**config.mk**
```make
export PLATFORM = sky130hd
export DESIGN_NAME = uart_ram_loader
export DESIGN_NICKNAME = d
export VERILOG_FILES = /design/src/rtl/cpu_pkg.sv /design/src/rtl/uart_rx_core.sv /design/src/rtl/uart_ram_loader.sv
export SDC_FILE = /design/constraint.sdc
export NUM_CORES = 1
export LEC_CHECK = 0
export CAP_MARGIN = 0
export CORE_MARGIN = 2
export CORE_UTILIZATION = 52
export CTS_BUF_LIST = sky130_fd_sc_hd__clkbuf_8
export DETAILED_ROUTE_END_ITERATION = 6
export GPL_ROUTABILITY_DRIVEN = 1
export PLACE_DENSITY = 0.78
export SYNTH_ARGS = -nofsm -noshare
export SYNTH_HDL_FRONTEND = slang
export SYNTH_HIERARCHICAL = 1
export SYNTH_SLANG_ARGS = --single-unit
```
**constraint.sdc**
```tcl
create_clock -name clka -period 2.6 [get_ports clka]
set_input_delay 0.39 -clock clka [delete_from_list [all_inputs] [get_ports clka]]
set_output_delay 0.39 -clock clka [all_outputs]
set_load 0.03 [all_outputs]
```
**src/rtl/cpu_pkg.sv**
```systemverilog
// Shared types and widths for the RAM loader, the dual-clock RAM and the read stage.
package cpu_pkg;

    typedef enum logic [2:0] {
        IDLE    = 3'd0,
        START   = 3'd1,
        DATA    = 3'd2,
        STOP    = 3'd3,
        WRITE   = 3'd4,
        RECOVER = 3'd5
    } loader_state_t;

    localparam logic UART_IDLE  = 1'b1;
    localparam int   RAM_ADDR_W = 10;
    localparam int   RAM_DATA_W = 8;

endpackage

```
**src/rtl/uart_rx_core.sv**
```systemverilog
// 8N1 UART receiver: rx synchroniser, baud counter and deserialiser FSM.
// byte_valid and frame_err are single-cycle strobes issued as the stop bit is sampled.
module uart_rx_core
    import cpu_pkg::*;
#(
    parameter int CLKS_PER_BIT = 868,
    parameter int DATA_W       = 8
) (
    input  logic              clka,
    input  logic              rst,
    input  logic              rx,
    output logic              byte_valid,
    output logic [DATA_W-1:0] byte_data,
    output logic              frame_err
);

    localparam int CNT_W = $clog2(CLKS_PER_BIT);
    localparam int BIT_W = $clog2(DATA_W);
    localparam logic [CNT_W-1:0] CNT_ONE  = CNT_W'(1);
    localparam logic [CNT_W-1:0] HALF_M1  = CNT_W'(CLKS_PER_BIT / 2 - 1);
    localparam logic [CNT_W-1:0] FULL_M1  = CNT_W'(CLKS_PER_BIT - 1);
    localparam logic [BIT_W-1:0] BIT_ONE  = BIT_W'(1);
    localparam logic [BIT_W-1:0] BIT_LAST = BIT_W'(DATA_W - 1);

    logic                rx_meta_r;
    logic                rx_sync_r;
    loader_state_t       state_r;
    loader_state_t       state_nx_s;
    logic [CNT_W-1:0]    cnt_r;
    logic [CNT_W-1:0]    cnt_nx_s;
    logic [BIT_W-1:0]    bit_idx_r;
    logic [BIT_W-1:0]    bit_idx_nx_s;
    logic [DATA_W-1:0]   shift_r;
    logic [DATA_W-1:0]   shift_nx_s;

    // Two-flop synchroniser for the asynchronous rx line, reset to line-idle.
    always_ff @(posedge clka or posedge rst) begin
        if (rst) begin
            rx_meta_r <= UART_IDLE;
            rx_sync_r <= UART_IDLE;
        end else begin
            rx_meta_r <= rx;
            rx_sync_r <= rx_meta_r;
        end
    end

    // FSM state, baud counter, bit index and shift register.
    always_ff @(posedge clka or posedge rst) begin
        if (rst) begin
            state_r   <= IDLE;
            cnt_r     <= '0;
            bit_idx_r <= '0;
            shift_r   <= '0;
        end else begin
            state_r   <= state_nx_s;
            cnt_r     <= cnt_nx_s;
            bit_idx_r <= bit_idx_nx_s;
            shift_r   <= shift_nx_s;
        end
    end

    // Next-state logic; counter restarts at every bit boundary so timing never drifts.
    always_comb begin
        state_nx_s   = state_r;
        cnt_nx_s     = cnt_r + CNT_ONE;
        bit_idx_nx_s = bit_idx_r;
        shift_nx_s   = shift_r;
        byte_valid   = 1'b0;
        frame_err    = 1'b0;
        case (state_r)
            IDLE: begin
                cnt_nx_s = '0;
                if (rx_sync_r != UART_IDLE) begin
                    state_nx_s = START;
                end else begin
                    state_nx_s = IDLE;
                end
            end
            START: begin
                if (cnt_r == HALF_M1) begin
                    cnt_nx_s     = '0;
                    bit_idx_nx_s = '0;
                    state_nx_s   = (rx_sync_r == UART_IDLE) ? IDLE : DATA;
                end else begin
                    state_nx_s = START;
                end
            end
            DATA: begin
                if (cnt_r == FULL_M1) begin
                    cnt_nx_s   = '0;
                    shift_nx_s = {rx_sync_r, shift_r[DATA_W-1:1]};
                    if (bit_idx_r == BIT_LAST) begin
                        state_nx_s = STOP;
                    end else begin
                        bit_idx_nx_s = bit_idx_r + BIT_ONE;
                    end
                end else begin
                    state_nx_s = DATA;
                end
            end
            STOP: begin
                if (cnt_r == FULL_M1) begin
                    cnt_nx_s = '0;
                    if (rx_sync_r == UART_IDLE) begin
                        byte_valid = 1'b1;
                        state_nx_s = WRITE;
                    end else begin
                        frame_err  = 1'b1;
                        state_nx_s = RECOVER;
                    end
                end else begin
                    state_nx_s = STOP;
                end
            end
            WRITE: begin
                cnt_nx_s   = '0;
                state_nx_s = IDLE;
            end
            RECOVER: begin
                // A held-low break must end before a new start edge is accepted.
                cnt_nx_s = '0;
                if (rx_sync_r == UART_IDLE) begin
                    state_nx_s = IDLE;
                end else begin
                    state_nx_s = RECOVER;
                end
            end
            default: begin
                cnt_nx_s   = '0;
                state_nx_s = IDLE;
            end
        endcase
    end

    assign byte_data = shift_r;

endmodule

```
**src/rtl/uart_ram_loader.sv**
```systemverilog
// Loads a UART byte stream sequentially into RAM port A, one write strobe per byte,
// stopping once LOAD_LEN bytes have been written.
module uart_ram_loader
    import cpu_pkg::*;
#(
    parameter int CLKS_PER_BIT = 868,
    parameter int ADDR_W       = RAM_ADDR_W,
    parameter int DATA_W       = RAM_DATA_W,
    parameter int LOAD_LEN     = 1024
) (
    input  logic              clka,
    input  logic              rst,
    input  logic              rx,
    output logic              ena,
    output logic              wea,
    output logic [ADDR_W-1:0] addra,
    output logic [DATA_W-1:0] dia,
    output logic [ADDR_W:0]   byte_count,
    output logic              done,
    output logic              frame_err
);

    localparam logic [ADDR_W-1:0] PTR_ONE = ADDR_W'(1);
    localparam logic [ADDR_W:0]   CNT_ONE = (ADDR_W + 1)'(1);
    localparam logic [ADDR_W:0]   LEN_M1  = (ADDR_W + 1)'(LOAD_LEN - 1);

    logic              byte_valid_s;
    logic [DATA_W-1:0] byte_data_s;
    logic              frame_err_s;
    logic [ADDR_W-1:0] ptr_r;

    uart_rx_core #(
        .CLKS_PER_BIT (CLKS_PER_BIT),
        .DATA_W       (DATA_W)
    ) u_rx (
        .clka       (clka),
        .rst        (rst),
        .rx         (rx),
        .byte_valid (byte_valid_s),
        .byte_data  (byte_data_s),
        .frame_err  (frame_err_s)
    );

    // Write strobe, pointer and load bookkeeping; the strobe coincides with the core's WRITE state.
    always_ff @(posedge clka or posedge rst) begin
        if (rst) begin
            ena        <= 1'b0;
            wea        <= 1'b0;
            addra      <= '0;
            dia        <= '0;
            byte_count <= '0;
            done       <= 1'b0;
            frame_err  <= 1'b0;
            ptr_r      <= '0;
        end else begin
            frame_err <= frame_err_s;
            if (byte_valid_s && !done) begin
                ena   <= 1'b1;
                wea   <= 1'b1;
                addra <= ptr_r;
                dia   <= byte_data_s;
            end else begin
                ena <= 1'b0;
                wea <= 1'b0;
            end
            // Bookkeeping advances as the strobe retires, i.e. when the RAM has taken the byte.
            if (ena) begin
                ptr_r      <= ptr_r + PTR_ONE;
                byte_count <= byte_count + CNT_ONE;
                if (byte_count == LEN_M1) begin
                    done <= 1'b1;
                end
            end
        end
    end

endmodule

```
==> run_results.csv, run 1 <==
group,metric,value,unit
logic_synthesis,syn-num-nets,240,
sta,fin_tns_setup,0,ps
pwr,p_leak,1.76,nW
floorplan,num_rows,27,
worst_setup_path,ff2ff_path_depth,7,
logic_synthesis,synth_edf_count,0,
detailed_routing,drt_iter0_markers,132,
worst_setup_path,crit_fanout,19,
logic_synthesis,synthTopCellsByArea,"dfrtp_1 55%, mux2_2 7.2%, xor2_1 4.7%",
logic_synthesis,synth_cells,231,
place,io_buffers,35,
worst_setup_path,rr_endpoint,"dia[0]$_DFFE_PP0P_",
floorplan,num_io_pins,36,
job,cap_violations,0,
global_routing,grt_max_degree,43,
clock_network,cts_buffers,9,
clock_network,cts.sinks,68,
global_routing,grt_first_pass_wirelength,8.56,mm
sta,tightest_slew,511,ps
sta,setup_viol,0,
logic_synthesis,synth_mux_area_frac,0.115,
floorplan,die_w,79.7,um
floorplan,start_util,0.541,
logic_synthesis,yosysUniqueCellTypes,46,
logic_synthesis,synth-simple-area-share,0.150,
worst_setup_path,startpoint_type,"register",
clock_network,ctsLongestPathBuffers,2,
layout,layout.cells.non_filler,351,
sta,relSlewSlack,0.659,
layout,diodes,0,
place,gp_routability_congestion,0.744,
global_routing,antenna_found_initial,0,
clock_network,root_buffer,"clkbuf_8",
logic_synthesis,syn_area,2980,sq um
logic_synthesis,synth_warnings,6,
sta,clock_skew,7.02,ps
global_routing,track_usage,0.178,
detailed_routing,dr.pass1.iters,4,
logic_synthesis,synth_xor_area_frac,0.0764,
worst_setup_path,rr_startpoint,"u_rx/cnt_r[2]$_DFF_PP0_",
place,dp_hpwl,3.33,mm
global_routing,grt_remaining_overflow,0,
worst_setup_path,cp.arrival,2500,ps
layout,nets,283,
worst_setup_path,reg2reg_slack,320,ps
worst_setup_path,worstSetupPathType,"reg -> reg",
layout,drive_gt1_frac,0.211,
logic_synthesis,seq_area_frac_synth,0.572,
floorplan,die_area,6360,sq um
logic_synthesis,avgSynthCellArea,12.9,sq um
clock_network,cts.repair_timing.setup_buffer_count,0,
layout,area_growth,22.2,%
detailed_routing,vias,1847,
pwr,peakVddDrop,0.328,mV
floorplan,die_y,79.7,um
clock_network,ctsResizeCount,0,
global_routing,grt_pass1_vias,1816,
clock_network,holdBufCountCts,0,
clock_network,insertion_delay,330,ps
logic_synthesis,ys_async_sr_fraction,1.00,
logic_synthesis,synth_compound_area_frac,0.0340,
worst_setup_path,worstSetupEndpointType,"register",
detailed_routing,ant_nets,0,
run_status,outcome,"finished, final reports clean",
worst_hold_path,holdCritPathClass,"reg -> reg",
detailed_routing,wl_per_cell,13.9,um
floorplan,core_area,5510,sq um
pwr,power_density,570,nW/um^2
layout,fill_cells,426,
sta,min_period,2280,ps
worst_setup_path,endpoint,"dia[0]$_DFFE_PP0P_",
logic_synthesis,synthFlopType,"dfrtp_1",
detailed_routing,routed_wl,4.88,mm
clock_network,clk_pin_slew,70,ps
sta,fin_crit_sh,0.879,
logic_synthesis,synth_top_area_share,0.554,
worst_setup_path,cp-startpoint,"u_rx/cnt_r[2]$_DFF_PP0_",
clock_network,htree_levels,3,
clock_network,cts_tree,"yes",
worst_hold_path,hp-start,"u_rx/rx_meta_r$_DFF_PP1_",
logic_synthesis,synthAdderAreaFrac,0.0252,
sta,hold_violations,0,
logic_synthesis,ys_ff_latch,68,
sta,slew_viol_final,0,
place,dpl.cell_count,335,
sta,grt_setup_unrepaired,"no",
logic_synthesis,synth_top_cell_by_area,"dfrtp_1",
detailed_routing,vias_per_cell,5.26,
detailed_routing,drc_errors,0,
worst_setup_path,crit_required,2820,ps
sta,max_clock_freq,0.438,GHz
logic_synthesis,synth_top_family_by_area,"simple AND/OR/NAND/NOR gates",
[synth_stat cells (2+ instances only)]
library cell  instances
buf_2                 2
dfstp_2               2
a22o_1                2
xor2_1               16
nor4_1                2
o21ai_0               3
and4_1                3
dfrtp_1              66
xnor2_1              10
nor3_1                5
nand2b_1              4
ha_1                  6
nor4_2                2
nor3_2                2
and3_1                2
inv_1                 5
nor2_1               17
nand3_1               6
nand4_1               6
mux2_4                7
mux2_2               19
nand2_1              15
mux2_1                2
buf_6                 4
a31oi_1               2
[cell families after synthesis]
group                      Yosys count
muxes                               28
xor gates and xnor gates            26
and+or+nand+nor                     76
buffers and inverters               13
DFF                                 68
AOI/OAI and AO/OA                   14
adders and majority gates            6
[routing by layer]
layer | routed length (um) | GRT usage
met5 | 0 | 0
met1 | 2380 | 0.260
met3 | 151 | 0.0271
met2 | 2240 | 0.251
met4 | 112 | 0.103
[cell usage in the layout, fill, tap and decap left out, types with 2 or more instances in the layout]
cell,n
mux2_2,19
mux2_4,7
nand4_1,6
buf_4,4
nor4_2,2
clkbuf_8,12
nor4_1,2
and4_1,3
nor3_2,2
xor2_1,16
bufinv_16,2
a22o_1,2
and3_1,2
nand2_1,15
dfstp_2,2
clkdlybuf4s50_1,35
mux2_1,2
nor2_1,17
o21ai_0,3
ha_1,6
inv_1,6
nor3_1,5
a31oi_1,2
xnor2_1,10
nand3_1,6
dfrtp_1,66
nand2b_1,4
[layout make-up]
type | instances | area (sq um) | share of cell area
timing repair buffer | 40 | 400 | 0.110
tap | 72 | 90.1 | 0.0247
inverter | 5 | 18.8 | 0.00515
sequential | 68 | 1700 | 0.468
multi-input combinational | 150 | 1190 | 0.327
clock inverter | 4 | 71.3 | 0.0196
clock buffer | 12 | 165 | 0.0453
[registers in the layout (all words and copies together) (netlist names)]
signal,flops
u_rx/state_r,3
wea,1
addra,10
done,1
u_rx/byte_data,8
ptr_r,10
dia,8
u_rx/rx_meta_r,1
u_rx/bit_idx_r,3
u_rx/cnt_r,10
frame_err,1
byte_count,11
u_rx/rx_sync_r,1
[worst min-delay path by stage]
stage	endpoint	slack [ps]	depth (start not counted)
global placement	u_rx/rx_sync_r$_DFF_PP1_	350	0
CTS	u_rx/rx_sync_r$_DFF_PP1_	360	0
finish	u_rx/rx_sync_r$_DFF_PP1_	360	0
floorplan	u_rx/rx_sync_r$_DFF_PP1_	350	0
detailed placement	u_rx/rx_sync_r$_DFF_PP1_	350	0
global route	u_rx/rx_sync_r$_DFF_PP1_	360	0
[worst max-delay path, stage by stage (launching register included)]
cell	delay [ps]
dfrtp_1	410
or3b_4	430
nor3_1	270
nand2_1	110
nor3_1	170
nor2b_1	240
buf_12	200
mux2_2	350
[stage by stage]
| step | hold slack, ps | utilization | setup slack [ps] | instance area (sq um) | power, mW |
|---|---|---|---|---|---|
| after CTS | 359 | 0.661 | 294 | 3640 | 2.10 |
| after floorplan | 345 | - | 155 | 2980 | 1.10 |
| final | 359 | 0.661 | 315 | 3640 | 2.08 |
| after detailed placement | 349 | 0.618 | 299 | 3410 | 1.11 |
| after global routing | 361 | 0.661 | 142 | 3640 | 2.15 |
| after global placement | 348 | 0.618 | 384 | 3410 | 1.11 |
[power breakdown]
group | switching (mW) | internal (mW)
logic | 0.0209 | 0.00520
registers | 0.00122 | 1.06
clock network | 0.373 | 0.615
No activity file was read; power rests on OpenSTA's default activity.
==> inputs of run 2 (changes only) <==
--- a/config.mk
+++ b/config.mk
@@ -5,7 +5,7 @@
 export SDC_FILE = /design/constraint.sdc
 export NUM_CORES = 1
 export LEC_CHECK = 0
-export CAP_MARGIN = 0
+export CAP_MARGIN = 10
 export CORE_MARGIN = 2
 export CORE_UTILIZATION = 52
 export CTS_BUF_LIST = sky130_fd_sc_hd__clkbuf_8
==> results of run 2 <==
No change in the layout: final DEF, timing and power equal those of run 1.
==> inputs of run 3 (changes only) <==
--- a/config.mk
+++ b/config.mk
@@ -7,9 +7,10 @@
 export LEC_CHECK = 0
 export CAP_MARGIN = 10
 export CORE_MARGIN = 2
-export CORE_UTILIZATION = 52
+export CORE_UTILIZATION = 59
 export CTS_BUF_LIST = sky130_fd_sc_hd__clkbuf_8
 export DETAILED_ROUTE_END_ITERATION = 6
+export DONT_BUFFER_PORTS = 1
 export GPL_ROUTABILITY_DRIVEN = 1
 export PLACE_DENSITY = 0.78
 export SYNTH_ARGS = -nofsm -noshare
==> constraint.sdc (replaced) <==
create_clock -name clka -period 2.1 [get_ports clka]
set_input_delay 0.42 -clock clka [delete_from_list [all_inputs] [get_ports clka]]
set_output_delay 0.42 -clock clka [all_outputs]
set_load 0.03 [all_outputs]
==> run 3 against run 2 <==
Net effect:
- power grew 13%
- global-route usage grew 2.9 points
- first-iteration DRC count shrank 49%
- cell area shrank 6.9%
- combinational power grew 11%
- critical endpoint is now u_rx/byte_data[6]$_DFFE_PP0P_
==> run_results.csv, run 3 (synthesis gave the netlist of run 1 again) <==
group,metric,value,unit
run_status,outcome,"finished, final reports clean",
global_routing,antenna_found_initial,0,
layout,max_flop_register,"byte_count",
sta,clock_skew,6.48,ps
sta,min_period,2040,ps
global_routing,track_usage,0.207,
detailed_routing,drt_iter0_markers,67,
sta,setup_viol,0,
layout,area_growth,13.7,%
floorplan,die_area,5640,sq um
place,dpl.cell_count,308,
layout,final_common_cell,"dfrtp_1",
place,pre_cts_slack,45.4,ps
sta,fin_crit_sh,0.973,
clock_network,holdBufCountCts,0,
detailed_routing,vias,1823,
layout,layout_common_cells,"66 x dfrtp_1, 19 x mux2_2, 18 x buf_4",
clock_network,cts_tree,"yes",
worst_setup_path,crit_required,2320,ps
detailed_routing,dr.pass1.iters,4,
sta,layout_setup_ws,57.7,ps
pwr,power_density,691,nW/um^2
worst_setup_path,ff2ff_path_depth,4,
clock_network,htree_levels,3,
worst_setup_path,endpoint,"u_rx/byte_data[6]$_DFFE_PP0P_",
global_routing,grt_first_pass_wirelength,8.54,mm
worst_setup_path,worstSetupEndpointType,"register",
floorplan,die_y,75.1,um
worst_setup_path,slowest_delay,650,ps
pwr,p_leak,1.70,nW
detailed_routing,ant_nets,0,
detailed_routing,routed_wl,5.05,mm
global_routing,grt_pass1_vias,1879,
detailed_routing,drc_errors,0,
place,gp_routability_congestion,0.846,
pwr,peakVddDrop,0.510,mV
sta,relSlewSlack,0.658,
worst_setup_path,cp-startpoint,"u_rx/cnt_r[3]$_DFF_PP0_",
worst_setup_path,crit_fanout,11,
layout,largest_reg_flops,11,
worst_setup_path,reg2reg_slack,60,ps
job,cap_violations,0,
layout,drive_gt1_frac,0.300,
global_routing,grt_max_degree,43,
worst_hold_path,holdCritPathClass,"in -> async",
layout,diodes,0,
sta,max_clock_freq,0.490,GHz
clock_network,cts_buffers,9,
detailed_routing,wl_per_cell,15.6,um
worst_setup_path,rr_endpoint,"u_rx/byte_data[6]$_DFFE_PP0P_",
floorplan,start_util,0.623,
floorplan,die_w,75.1,um
layout,layout.cells.non_filler,324,
worst_setup_path,crit_path_top_delay_cell,"or4_4",
clock_network,ctsLongestPathBuffers,2,
sta,hold_violations,0,
floorplan,num_io_pins,36,
sta,tightest_slew,512,ps
clock_network,insertion_delay,340,ps
worst_setup_path,crit_chain,"or3b_4 > buf_4 > or4_4 > mux2_4",
clock_network,clk_pin_slew,70,ps
global_routing,grt_remaining_overflow,0,
floorplan,core_area,4790,sq um
clock_network,cts.sinks,68,
sta,slew_viol_final,0,
worst_setup_path,rr_startpoint,"u_rx/cnt_r[3]$_DFF_PP0_",
floorplan,num_rows,25,
detailed_routing,vias_per_cell,5.63,
worst_setup_path,startpoint_type,"register",
place,io_buffers,0,
worst_setup_path,cp.arrival,2260,ps
layout,nets,262,
worst_setup_path,worstSetupPathType,"reg -> reg",
place,dp_hpwl,3.51,mm
clock_network,root_buffer,"clkbuf_8",
layout,utilization,0.708,
==> run 3: cell types whose count changed in the layout (fill, tap and decap cells not counted), sizes merged <==
cell,delta
buf,+14
clkbuf,-3
clkinv,+2
bufinv,-1
inv,+1
clkdlybuf4s50,-35
==> run 3: worst max-delay path: cells and delay by family, from the launching register on <==
kind                   cells  cell delay (ps)
buffers and inverters      1              150
DFF                        1              380
muxes                      1              340
and+or+nand+nor            2             1060
==> run 3: per-stage QoR <==
step | setup TNS, ps | hold slack, ps | power [mW] | area [sq um]
6_report | 0 | 27.3 | 2.34 | 3390
5_1_grt | -506 | 48.2 | 2.43 | 3390
4_1_cts | 0 | 29.2 | 2.37 | 3360
3_5_place_dp | 0 | 357 | 1.37 | 3180
3_3_place_gp | 0 | 347 | 1.37 | 3180
2_1_floorplan | -307 | 345 | 1.36 | 3020
==> run 3: what timing repair did <==
item,CTS,global route
endpoints found under the setup margin,0,21
setup buffers,0,1
gates resized for setup,0,5
==> run 3: metal layers <==
metal	track usage	part of all wire
met3	0.0843	0.053
met2	0.314	0.48
met5	0	0
met4	0.0833	0.013
met1	0.265	0.45
==> run 3: cell type report <==
| class | count | area, sq um |
|---|---|---|
| clock buffer | 9 | 124 |
| clock inverter | 6 | 58.8 |
| fill | 341 | 1400 |
| inverter | 5 | 18.8 |
| multi-input combinational | 150 | 1240 |
| sequential | 68 | 1700 |
| tap | 67 | 83.8 |
| timing repair buffer | 19 | 155 |
==> run 3: where the power goes <==
part / leakage, nW / switching (mW) / total, mW / internal [mW]
Combinational: 0.678 / 0.0256 / 0.0289 / 0.00330
Clock: 0.0977 / 0.465 / 0.997 / 0.533
Sequential: 0.929 / 0.00154 / 1.31 / 1.31
Total: 1.70 / 0.492 / 2.34 / 1.85
==> run 3: how the worst min path moves through the flow <==
stage,endpoint,startpoint
2_1_floorplan,u_rx/rx_sync_r$_DFF_PP1_,u_rx/rx_meta_r$_DFF_PP1_
3_3_place_gp,u_rx/rx_sync_r$_DFF_PP1_,u_rx/rx_meta_r$_DFF_PP1_
3_5_place_dp,u_rx/rx_sync_r$_DFF_PP1_,u_rx/rx_meta_r$_DFF_PP1_
4_1_cts,u_rx/state_r[0]$_DFFE_PP0P_,rst
5_1_grt,u_rx/cnt_r[8]$_DFF_PP0_,rst
6_report,u_rx/cnt_r[6]$_DFF_PP0_,rst
